==> config.mk <==
export PLATFORM = sky130hd
export DESIGN_NAME = picosoc_busarb
export DESIGN_NICKNAME = d
export VERILOG_FILES = /design/src/rtl/picosoc_busarb.sv
export SDC_FILE = /design/constraint.sdc
export NUM_CORES = 1
export LEC_CHECK = 0
export ABC_AREA = 1
export ABC_CLOCK_PERIOD_IN_PS = 1650
export CORE_AREA = 2 2 139 141
export CTS_CLUSTER_SIZE = 10
export DETAILED_ROUTE_END_ITERATION = 6
export DIE_AREA = 0 0 141 143
export REMOVE_ABC_BUFFERS = 1
export SLEW_MARGIN = 10
export SYNTH_ARGS = -nofsm -noshare
export SYNTH_HDL_FRONTEND = slang
export SYNTH_SLANG_ARGS = --single-unit
==> constraint.sdc <==
create_clock -name clk -period 1.65 [get_ports clk]
set_input_delay 0.2475 -clock clk [delete_from_list [all_inputs] [get_ports clk]]
set_output_delay 0.2475 -clock clk [all_outputs]
set_load 0.05 [all_outputs]
==> src/rtl/picosoc_busarb.sv <==
`default_nettype none
// ============================================================================
// Module   : picosoc_busarb
// Purpose  : Round-robin two-master arbiter for the picorv32 native bus with
//            a watchdog that force-completes accesses no slave answers.
// Revision : 1.0 - initial release
// ============================================================================
module picosoc_busarb #(
    parameter int unsigned TIMEOUT_CYCLES = 256,
    parameter logic [31:0] TIMEOUT_DATA   = 32'hFFFF_FFFF,
    parameter int unsigned CNT_W          = 16
) (
    input  logic        clk,
    input  logic        reset,
    input  logic        m0_valid,
    input  logic        m0_instr,
    input  logic [31:0] m0_addr,
    input  logic [31:0] m0_wdata,
    input  logic [3:0]  m0_wstrb,
    output logic        m0_ready,
    output logic [31:0] m0_rdata,
    input  logic        m1_valid,
    input  logic        m1_instr,
    input  logic [31:0] m1_addr,
    input  logic [31:0] m1_wdata,
    input  logic [3:0]  m1_wstrb,
    output logic        m1_ready,
    output logic [31:0] m1_rdata,
    output logic        s_valid,
    output logic        s_instr,
    output logic [31:0] s_addr,
    output logic [31:0] s_wdata,
    output logic [3:0]  s_wstrb,
    input  logic        s_ready,
    input  logic [31:0] s_rdata,
    output logic        err_irq,
    output logic [31:0] err_addr,
    output logic [7:0]  err_count
);

    typedef enum logic [1:0] {
        ST_IDLE = 2'd0,
        ST_BUSY = 2'd1,
        ST_TOUT = 2'd2
    } state_t;

    localparam bit              C_WDOG_EN    = (TIMEOUT_CYCLES != 0);
    localparam logic [CNT_W-1:0] C_TIMER_LAST = CNT_W'(TIMEOUT_CYCLES - 1);

    state_t             state_q, state_d;
    logic               grant_q, grant_d;
    logic               last_q, last_d;
    logic [CNT_W-1:0]   timer_q, timer_d;
    logic               err_irq_q, err_irq_d;
    logic [31:0]        err_addr_q, err_addr_d;
    logic [7:0]         err_count_q, err_count_d;

    logic               w_gnt_valid;
    logic               w_gnt_instr;
    logic [31:0]        w_gnt_addr;
    logic [31:0]        w_gnt_wdata;
    logic [3:0]         w_gnt_wstrb;
    logic               w_s_valid;
    logic               w_gnt_ready;
    logic [31:0]        w_gnt_rdata;

    assign w_gnt_valid = grant_q ? m1_valid : m0_valid;
    assign w_gnt_instr = grant_q ? m1_instr : m0_instr;
    assign w_gnt_addr  = grant_q ? m1_addr  : m0_addr;
    assign w_gnt_wdata = grant_q ? m1_wdata : m0_wdata;
    assign w_gnt_wstrb = grant_q ? m1_wstrb : m0_wstrb;

    always_comb begin
        state_d     = state_q;
        grant_d     = grant_q;
        last_d      = last_q;
        timer_d     = timer_q;
        err_irq_d   = 1'b0;
        err_addr_d  = err_addr_q;
        err_count_d = err_count_q;
        w_s_valid   = 1'b0;
        w_gnt_ready = 1'b0;
        w_gnt_rdata = 32'h0;

        case (state_q)
            ST_IDLE: begin
                if (m0_valid || m1_valid) begin
                    // On a tie the master that did not finish last wins.
                    grant_d = (m0_valid && m1_valid) ? ~last_q : m1_valid;
                    state_d = ST_BUSY;
                    timer_d = '0;
                end
            end
            ST_BUSY: begin
                w_s_valid   = w_gnt_valid;
                w_gnt_ready = s_ready;
                w_gnt_rdata = s_rdata;
                if (s_ready) begin
                    state_d = ST_IDLE;
                    last_d  = grant_q;
                end else if (!w_gnt_valid) begin
                    state_d = ST_IDLE;
                end else begin
                    timer_d = timer_q + 1'b1;
                    if (C_WDOG_EN && (timer_q == C_TIMER_LAST)) begin
                        state_d   = ST_TOUT;
                        err_irq_d = 1'b1;
                    end
                end
            end
            ST_TOUT: begin
                w_gnt_ready = 1'b1;
                w_gnt_rdata = TIMEOUT_DATA;
                state_d     = ST_IDLE;
                last_d      = grant_q;
                err_addr_d  = w_gnt_addr;
                if (err_count_q != 8'hFF) begin
                    err_count_d = err_count_q + 8'd1;
                end
            end
            default: begin
                state_d = ST_IDLE;
            end
        endcase
    end

    always_ff @(posedge clk) begin
        if (reset) begin
            state_q     <= ST_IDLE;
            grant_q     <= 1'b0;
            last_q      <= 1'b1;
            timer_q     <= '0;
            err_irq_q   <= 1'b0;
            err_addr_q  <= 32'h0;
            err_count_q <= 8'h0;
        end else begin
            state_q     <= state_d;
            grant_q     <= grant_d;
            last_q      <= last_d;
            timer_q     <= timer_d;
            err_irq_q   <= err_irq_d;
            err_addr_q  <= err_addr_d;
            err_count_q <= err_count_d;
        end
    end

    // Handshake outputs are masked by reset so an abandoned access never completes.
    assign s_valid  = w_s_valid & ~reset;
    assign s_instr  = w_gnt_instr;
    assign s_addr   = w_gnt_addr;
    assign s_wdata  = w_gnt_wdata;
    assign s_wstrb  = w_gnt_wstrb;

    assign m0_ready = w_gnt_ready & ~grant_q & ~reset;
    assign m1_ready = w_gnt_ready &  grant_q & ~reset;
    assign m0_rdata = grant_q ? 32'h0 : w_gnt_rdata;
    assign m1_rdata = grant_q ? w_gnt_rdata : 32'h0;

    assign err_irq   = err_irq_q;
    assign err_addr  = err_addr_q;
    assign err_count = err_count_q;

endmodule
`default_nettype wire

==> impl_metrics.tcl <==
set metrics [dict create \
    p_leak_uw 0.00552 \
    netlist_instances 821 \
    p_sw_share_pct 40.4 \
    powerDensity_nw_per_um2 669 \
    antennaDiodeCount 0 \
    fin_nets 1409 \
    drive_above_1_share_pct 44.2 \
    yosys.area.top_type "nand2_1" \
    drt_iter0_drc 245 \
    rsz0062_at_grt "true" \
    ir_drop_uv 354 \
    worst_setup_path_start_kind "flip-flop" \
    ys_ff_latch 61 \
    dp_hpwl_mm 17.4 \
    dieHeight_um 143 \
    ys_types 31 \
    ys_seq_area_share_pct 28.0 \
    power.total_uw 8330 \
    die_area_um2 20200 \
    cp.required_ns 1.40 \
    path_class "reg2out" \
    clock-sinks 61 \
    cts_buffers 9 \
    vias 6758 \
    holdPathStages 3 \
    maxSlewHeadroom_pct 76.5 \
    power.switching_uw 3360 \
    grt_max_degree 32 \
    io_pins 352 \
    hp-class "in2reg" \
    antenna_found_initial 0 \
    synthTopCellsByArea "nand2_1, dfxtp_1, nor2_1" \
    p_int_uw 4960 \
    status "finished, violations left" \
    wire_per_inst_um 17.7 \
    final_max_slew_viol_count 0 \
    clock_latency_ns 0.33 \
    postRouteAntennaNets 0 \
    core_um2 18600 \
    grt_pass1_vias 6270 \
    clk_pin_slew_ns 0.06 \
    finalWirelength_mm 26.0 \
    clk_path_buf_depth 2 \
    final_common_cell "nand2_1" \
    yosys.area.top_type_share_pct 31.3 \
    drcViolationCount 0 \
    worst_slack_ns -0.313 \
    vias_per_cell 4.60 \
    first_pass_iters 6 \
    ff2ff_path_depth 11 \
    die_w_um 141 \
    seqPwrFrac_pct 19.2 \
    tns_ns -24.94 \
    cts_root_buffer "clkbuf_16" \
    arrival_ns 1.72 \
    finalCritPeriodShare_pct 119 \
    violations "negative setup slack" \
    layout_common_cells "nand2_1, clkdlybuf4s50_1, buf_12" \
    skew_ns 0.0109 \
    max_freq_mhz 509 \
    grt_pass1_wl_mm 34.8 \
    netlist_area_um2 4360 \
    end_kind "output pin" \
    combPwrFrac_pct 58.7 \
    cts_max_level 3 \
    syn_area_per_cell_um2 5.31 \
    cts_tree "done" \
    fin_area_um2 12400 \
    area_growth_syn_to_layout_pct 186 \
    whs_ns 0.330 \
    p_clk_share_pct 22.0 \
    grt_usage_pct 22.5 \
    path_max_fanout 8 \
    gp_congestion 0.859 \
    worst_pin_slew_ns 0.352 \
    overflow 0 \
    cts_hold_buf 0 \
    rows 50 \
    start_util_pct 23.4 \
    hold_viol 0 \
    fin_crit_ns 1.96 \
    setup_viol 129 \
    portBuffers 351 \
    ys_warn_count 0 \
    place_area_um2 9600 \
    cap_viol_max_count 0 \
]
per-layer routing:
layer	GRT usage [%]	share of wire, %
met5	0	0
met4	7.47	2.1
met3	5.40	5.5
met2	42.2	55
met1	24.8	37
cell usage after synthesis, drive strengths merged:
library cell / n
nor3: 6
nand3: 20
inv: 66
xor2: 1
buf: 23
nor2: 177
ha: 5
dfxtp: 61
o21a: 1
nor3b: 2
a21oi: 13
o211ai: 1
clkinv: 1
o21ai: 40
nand2: 368
or2: 1
clkbuf: 26
o21bai: 5
nor4: 1
a31oi: 2
nand4: 1
timing repair:
action | 4_1_cts | 5_1_grt
hold endpoints to repair | 0 | 0
resized for setup | 233 | 278
setup endpoints to repair | 149 | 152
gates cloned | 9 | 11
setup buffers | 17 | 21
pin swaps | 24 | 66
cell families after synthesis:
kind of cell,Yosys count,share of synthesized area [%]
and+or+nand+nor,576,51.4
adders and majority gates,5,1.44
buffers and inverters,116,11.0
AOI/OAI and AO/OA,62,7.93
DFF,61,28.0
xor gates and xnor gates,1,0.201
final timing paths:
kind	startpoint	to	slack (ns)
max reg2reg	grant_q	state_q[0]	0.03
max	state_q[0]	m0_rdata[30]	-0.31
min reg2reg	timer_q[15]	timer_q[15]	0.48
min	reset	state_q[0]	0.33
critical path: stages, from the launching register on:
cell and delay, ns:
dfxtp_4 0.38, inv_4 0.05, ha_4 0.34, buf_12 0.17, nand2_4 0.08, nor2_4 0.11, buf_6 0.10, buf_12 0.12
sequential cells by signal, indices dropped and copies added, names as in the netlist:
| signal | flops |
|---|---|
| err_addr | 32 |
| timer_q | 16 |
| err_count | 8 |
| state_q | 2 |
| err_irq | 1 |
| grant_q | 1 |
| last_q | 1 |
cell type report:
cell class	instances	area, um2
Fill cell	1361	6140
Clock buffer	14	244
Clock inverter	2	35.0
Inverter	67	303
Timing Repair inverter	1	16.3
Multi-Input combinational cell	645	4240
Tap cell	234	293
Sequential cell	61	1230
Timing Repair Buffer	444	6080
per-stage QoR:
step                utilization, %  worst slack (ns)  cells
floorplan                        -             -2.38    772
global placement              51.6           -0.0511   1398
detailed placement            51.6           -0.0819   1398
CTS                           58.9            -0.334   1440
global route                  66.9            -0.372   1468
finish                        66.9            -0.313   1468
power by group through the flow:
stage	registers, uW	logic [uW]	clock network (uW)
after floorplan	1840	1490	0
after global placement	1620	3750	0
after detailed placement	1620	3760	0
after CTS	1600	4220	1880
after global routing	1610	5090	1940
final	1600	4890	1830
No activity file was read; power rests on OpenSTA's default activity.
